--- config.mk ---
export PLATFORM = sky130hd
export DESIGN_NAME = conv_feeder
export DESIGN_NICKNAME = d
export VERILOG_FILES = /design/src/rtl/conv_feeder.sv
export SDC_FILE = /design/constraint.sdc
export NUM_CORES = 1
export LEC_CHECK = 0
export ABC_AREA = 1
export CAP_MARGIN = 25
export CORE_UTILIZATION = 56
export CTS_CLUSTER_DIAMETER = 100
export DETAILED_ROUTE_END_ITERATION = 16
export PLACE_DENSITY = 0.77
export SYNTH_ARGS = -nofsm -noshare
export SYNTH_HDL_FRONTEND = slang
export SYNTH_SLANG_ARGS = --single-unit
--- constraint.sdc ---
create_clock -name clk -period 4.9 [get_ports clk]
set_clock_uncertainty 0.05 [all_clocks]
set_input_delay 0.735 -clock clk [delete_from_list [all_inputs] [get_ports clk]]
set_output_delay 0.735 -clock clk [all_outputs]
set_load 0.005 [all_outputs]
--- src/rtl/conv_feeder.sv ---
// rtl/conv_feeder.sv - FIFO-buffered sample feeder for a 1D-conv PE chain.
// CONV_FEEDER_PAD_EN adds TAPS-1 leading zero beats (PAD state) before streaming.
module conv_feeder #(
  parameter int DATA_WIDTH  = 8,
  parameter int TAPS        = 4,
  parameter int FIFO_DEPTH  = 4,
  parameter int LEN_WIDTH   = 8,
  parameter int FLUSH_BEATS = 2 * TAPS
) (
  input  logic                  clk,
  input  logic                  reset_n,
  input  logic                  start,
  input  logic [LEN_WIDTH-1:0]  frame_len,
  input  logic                  s_valid,
  input  logic [DATA_WIDTH-1:0] s_data,
  output logic                  s_ready,
  output logic [DATA_WIDTH-1:0] x_out,
  output logic                  valid_out,
  output logic                  enable_out,
  output logic                  busy,
  output logic                  done
);

  localparam int AW     = (FIFO_DEPTH > 1) ? $clog2(FIFO_DEPTH) : 1;
  localparam int CW     = AW + 1;
  localparam int BEAT_W = $clog2(FLUSH_BEATS + TAPS + 1);

`ifdef CONV_FEEDER_PAD_EN
  localparam int PAD_BEATS = TAPS - 1;
  typedef enum logic [2:0] {ST_IDLE, ST_PAD, ST_STREAM, ST_FLUSH, ST_DONE} state_t;
`else
  typedef enum logic [2:0] {ST_IDLE, ST_STREAM, ST_FLUSH, ST_DONE} state_t;
`endif

  state_t                state_q;
  logic [DATA_WIDTH-1:0] mem_q [FIFO_DEPTH];
  logic [AW-1:0]         wr_ptr_q, rd_ptr_q;
  logic [CW-1:0]         count_q;
  logic [LEN_WIDTH-1:0]  len_q, acc_q, emit_q;
  logic [BEAT_W-1:0]     beat_q;
  logic [DATA_WIDTH-1:0] x_q;
  logic                  valid_q, enable_q, done_q;
  logic                  in_fill, fifo_full, push, pop;

`ifdef CONV_FEEDER_PAD_EN
  assign in_fill = (state_q == ST_PAD) || (state_q == ST_STREAM);
`else
  assign in_fill = (state_q == ST_STREAM);
`endif

  // Readiness deliberately ignores a same-cycle pop so a full FIFO never takes a push.
  assign fifo_full = (count_q == CW'(FIFO_DEPTH));
  assign s_ready   = in_fill && !fifo_full && (acc_q < len_q);
  assign push      = s_valid && s_ready;
  assign pop       = (state_q == ST_STREAM) && (count_q != '0);

  always_ff @(posedge clk) begin
    if (push) mem_q[wr_ptr_q] <= s_data;
  end

  always_ff @(posedge clk or negedge reset_n) begin
    if (!reset_n) begin
      state_q  <= ST_IDLE;
      wr_ptr_q <= '0;
      rd_ptr_q <= '0;
      count_q  <= '0;
      len_q    <= '0;
      acc_q    <= '0;
      emit_q   <= '0;
      beat_q   <= '0;
      x_q      <= '0;
      valid_q  <= 1'b0;
      enable_q <= 1'b0;
      done_q   <= 1'b0;
    end else begin
      if (push) begin
        wr_ptr_q <= wr_ptr_q + AW'(1);
        acc_q    <= acc_q + LEN_WIDTH'(1);
      end
      if (pop) rd_ptr_q <= rd_ptr_q + AW'(1);
      case ({push, pop})
        2'b10:   count_q <= count_q + CW'(1);
        2'b01:   count_q <= count_q - CW'(1);
        default: ;
      endcase
      done_q <= 1'b0;

      case (state_q)
        ST_IDLE: begin
          x_q      <= '0;
          valid_q  <= 1'b0;
          enable_q <= 1'b0;
          if (start) begin
            len_q  <= frame_len;
            acc_q  <= '0;
            emit_q <= '0;
            beat_q <= '0;
            if (frame_len == '0)
              state_q <= (FLUSH_BEATS > 0) ? ST_FLUSH : ST_DONE;
            else
`ifdef CONV_FEEDER_PAD_EN
              state_q <= (PAD_BEATS > 0) ? ST_PAD : ST_STREAM;
`else
              state_q <= ST_STREAM;
`endif
          end
        end
`ifdef CONV_FEEDER_PAD_EN
        ST_PAD: begin
          x_q      <= '0;
          valid_q  <= 1'b0;
          enable_q <= 1'b1;
          if (beat_q == BEAT_W'(PAD_BEATS - 1)) begin
            beat_q  <= '0;
            state_q <= ST_STREAM;
          end else begin
            beat_q <= beat_q + BEAT_W'(1);
          end
        end
`endif
        ST_STREAM: begin
          if (pop) begin
            x_q      <= mem_q[rd_ptr_q];
            valid_q  <= 1'b1;
            enable_q <= 1'b1;
            emit_q   <= emit_q + LEN_WIDTH'(1);
            if (emit_q + LEN_WIDTH'(1) == len_q)
              state_q <= (FLUSH_BEATS > 0) ? ST_FLUSH : ST_DONE;
          end else begin
            // Empty FIFO stalls the whole chain; x_out keeps the last sample.
            valid_q  <= 1'b0;
            enable_q <= 1'b0;
          end
        end
        ST_FLUSH: begin
          x_q      <= '0;
          valid_q  <= 1'b0;
          enable_q <= 1'b1;
          if (beat_q == BEAT_W'(FLUSH_BEATS - 1)) begin
            beat_q  <= '0;
            state_q <= ST_DONE;
          end else begin
            beat_q <= beat_q + BEAT_W'(1);
          end
        end
        ST_DONE: begin
          x_q      <= '0;
          valid_q  <= 1'b0;
          enable_q <= 1'b0;
          done_q   <= 1'b1;
          state_q  <= ST_IDLE;
        end
        default: state_q <= ST_IDLE;
      endcase
    end
  end

  assign x_out      = x_q;
  assign valid_out  = valid_q;
  assign enable_out = enable_q;
  assign done       = done_q;
  assign busy       = (state_q != ST_IDLE);

endmodule

==> impl_metrics.yaml <==
timing:
  maxSlewViolCount: 0
  setup_viol: 0
  post-route-min-period_ns: 3.19
  clock.fmax_ghz: 0.313
  fin_crit_sh_pct: 65.1
  fin_tns_setup_ns: 0
  slew_headroom_pct: 45.0
  tightest_slew_ns: 0.822
  rsz0062_at_grt: "false"
  hold_violations: 0
clock_tree:
  cts.sinks: 80
  h-tree-depth: 3
  insertion_delay_ns: 0.34
  cts_root_buffer: "clkbuf_8"
  clkTransAtPathRegs_ns: 0.09
  numCtsBuffers: 9
  cts_resized: 0
  cts_tree: "done"
  clockBufferDepth: 2
  post_cts_buffers: 0
  cts.hold.buffers_added: 0
finish:
  nets: 507
  drive_above_1_share_pct: 5.96
  fillers: 553
  diodes: 0
  syn_to_final_growth_pct: 15.3
logic_synthesis:
  yosys_warnings: 0
  synthArstFlopShare_pct: 60.0
  synthMuxAreaShare_pct: 0
  syn_area_mm2: 0.00399
  synthAdderAreaFrac_pct: 7.09
  yosys.area.top_type_share_pct: 30.1
  seq_area_frac_synth_pct: 54.2
  synthXorXnorAreaFrac_pct: 1.98
  synth_nets: 470
  synth_top_family_by_area: "simple AND/OR/NAND/NOR gates"
  synth_compound_area_share_pct: 10.7
  avgSynthCellArea_um2: 9.32
  yosys.area.top_type: "dfrtp_1"
  post-synth-top-count-cell: "nand2_1"
  synth_seq_cells: 80
  synth_edf_count: 32
  synth_ff_type: "dfrtp_1"
  synthTopCellsByArea: "dfrtp_1 (30%), edfxtp_1 (24%), nand2_1 (9.4%), ha_1 (6.6%), inv_1 (5.5%)"
  yosys.area_share.simple_pct: 19.5
  syn_inst: 428
  netlist-cell-type-count: 33
  synthTopCellsByCount: "nand2_1 (100), inv_1 (58), dfrtp_1 (48)"
route:
  vias: 3016
  ant_nets: 0
  drtIter0Drc: 201
  wirelength_mm: 8.10
  detail_route.first_pass.iterations: 4
  vias_per_cell: 5.33
  routedWlPerCell_um: 14.3
  drcViolationCount: 0
global_routing:
  grt_pass1_vias: 2857
  overflow: 0
  grt_pass1_wl_mm: 13.6
  track_usage_pct: 24.0
  grt_max_degree: 49
  grt_antenna_before_repair: 0
die:
  dieArea_mm2: 0.00747
  die_w_um: 86.4
  initial_utilization_pct: 58.4
  die_h_um: 86.4
  core_mm2: 0.00683
  num_rows: 30
  io-pin-count: 33
setup_path:
  r2r-start: "acc_q[2]"
  rrSetupSlack_ns: 2.16
  critPathKind: "reg2out"
  worstReg2RegEnd: "count_q[2]"
  reg2regPathDepth: 11
  worstSetupEndpointType: "output pin"
  slowest_delay_ns: 0.49
  arrival_ns: 2.41
  cp.required_ns: 4.12
  crit_chain: "inv_1, ha_1, inv_2, nor2_2, nand4_1, a21oi_4, and2_2, clkdlybuf4s50_1"
  crit_slowest_cell: "clkdlybuf4s50_1"
  cp_max_fo: 7
  cp-start-kind: "flip-flop"
pwr:
  worst_ir_drop_vdd_v: 0.000414
  power.leakage_uw: 0.00203
  power_uw: 2350
  power-per-cell-area_mw_per_mm2: 510
placed_design:
  dp_hpwl_mm: 5.71
  io_buffers: 32
  gp_congestion: 0.827
min_path:
  hp-class: "in2async"
run:
  max_cap_violations: 0
outcome:
  status: "finished clean"
==> worst max-delay path, delay by kind of cell, from the launching register on <==
kind,cells,cell delay (ns)
AO/OA/AOI/OAI,1,0.23
adder cells (fa/ha/maj),1,0.22
buffers and inverters,3,0.74
flip-flops,1,0.45
AND/OR/NAND/NOR,3,0.41
==> sequential cells by signal, summed over array words and instances, names as in the netlist <==
name	cells
count_q	3
mem_q	32
x_out	8
beat_q	4
state_q	2
done	1
len_q	8
valid_out	1
rd_ptr_q	2
emit_q	8
enable_out	1
wr_ptr_q	2
acc_q	8
==> area by class of cell <==
class                      instances  area, um^2  area share [%]
tap                               96         120            2.61
clock buffer                       9         124            2.69
inverter                          60         225            4.90
clock inverter                     7        78.8            1.71
sequential                        80        2160            47.0
timing repair buffer              33         323            7.02
multi-input combinational        281        1570            34.1
==> cells by family (layout without fill, tap and decap cells) <==
group,count (synthesis),count (layout)
AND/OR/NAND/NOR,179,179
adder cells (fa/ha/maj),22,22
flip-flops,80,80
buffers and inverters,67,109
AO/OA/AOI/OAI,71,71
XOR/XNOR,9,9
==> per-layer routing <==
layer  part of all wire (%)  vias to the layer above  track usage [%]
li1                       -                     1496                -
met1                     48                     1447             33.8
met2                     47                       64             38.7
met3                    4.0                        9             3.43
met4                    1.0                        0             7.73
met5                      0                        -                0
==> worst max path at each step <==
stage	start	to	slack [ns]	cells after the start
2_1_floorplan	len_q[7]	count_q[2]	2.46	12
3_3_place_gp	state_q[1]	s_ready	2.15	8
4_1_cts	state_q[1]	s_ready	1.72	8
6_report	state_q[1]	s_ready	1.71	8
3_5_place_dp	s_valid	count_q[2]	2.06	8
5_1_grt	state_q[1]	s_ready	1.56	8
==> metrics by stage <==
stage / std cells / worst slack [ns] / hold slack [ns] / utilization, % / area (um^2)
after global placement: 550 / 2.15 / 0.413 / 64.4 / 4400
after global routing: 566 / 1.56 / 0.478 / 67.3 / 4600
after CTS: 566 / 1.72 / 0.448 / 67.3 / 4600
after detailed placement: 550 / 2.06 / 0.427 / 64.4 / 4400
final: 566 / 1.71 / 0.431 / 67.3 / 4600
after floorplan: 428 / 2.46 / 0.389 / - / 3990
==> power by group <==
group	leakage [uW]	switching, uW	internal, uW
Combinational	0.00101	539	349
Clock	0.0000982	253	242
Sequential	0.000919	125	839
==> cell usage in the layout, fill, tap and decap left out, types with 3 or more instances in the layout <==
master,n
dfrtp_1,48
o21ai_0,33
xor2_1,7
edfxtp_1,32
a32o_1,9
clkdlybuf4s50_1,31
o22ai_1,3
nand2_1,100
nand4_1,8
nor2_1,29
a21oi_1,20
nand3_1,33
clkbuf_8,9
inv_1,58
ha_1,21
Note: power is estimated with default switching activity, not from simulation.
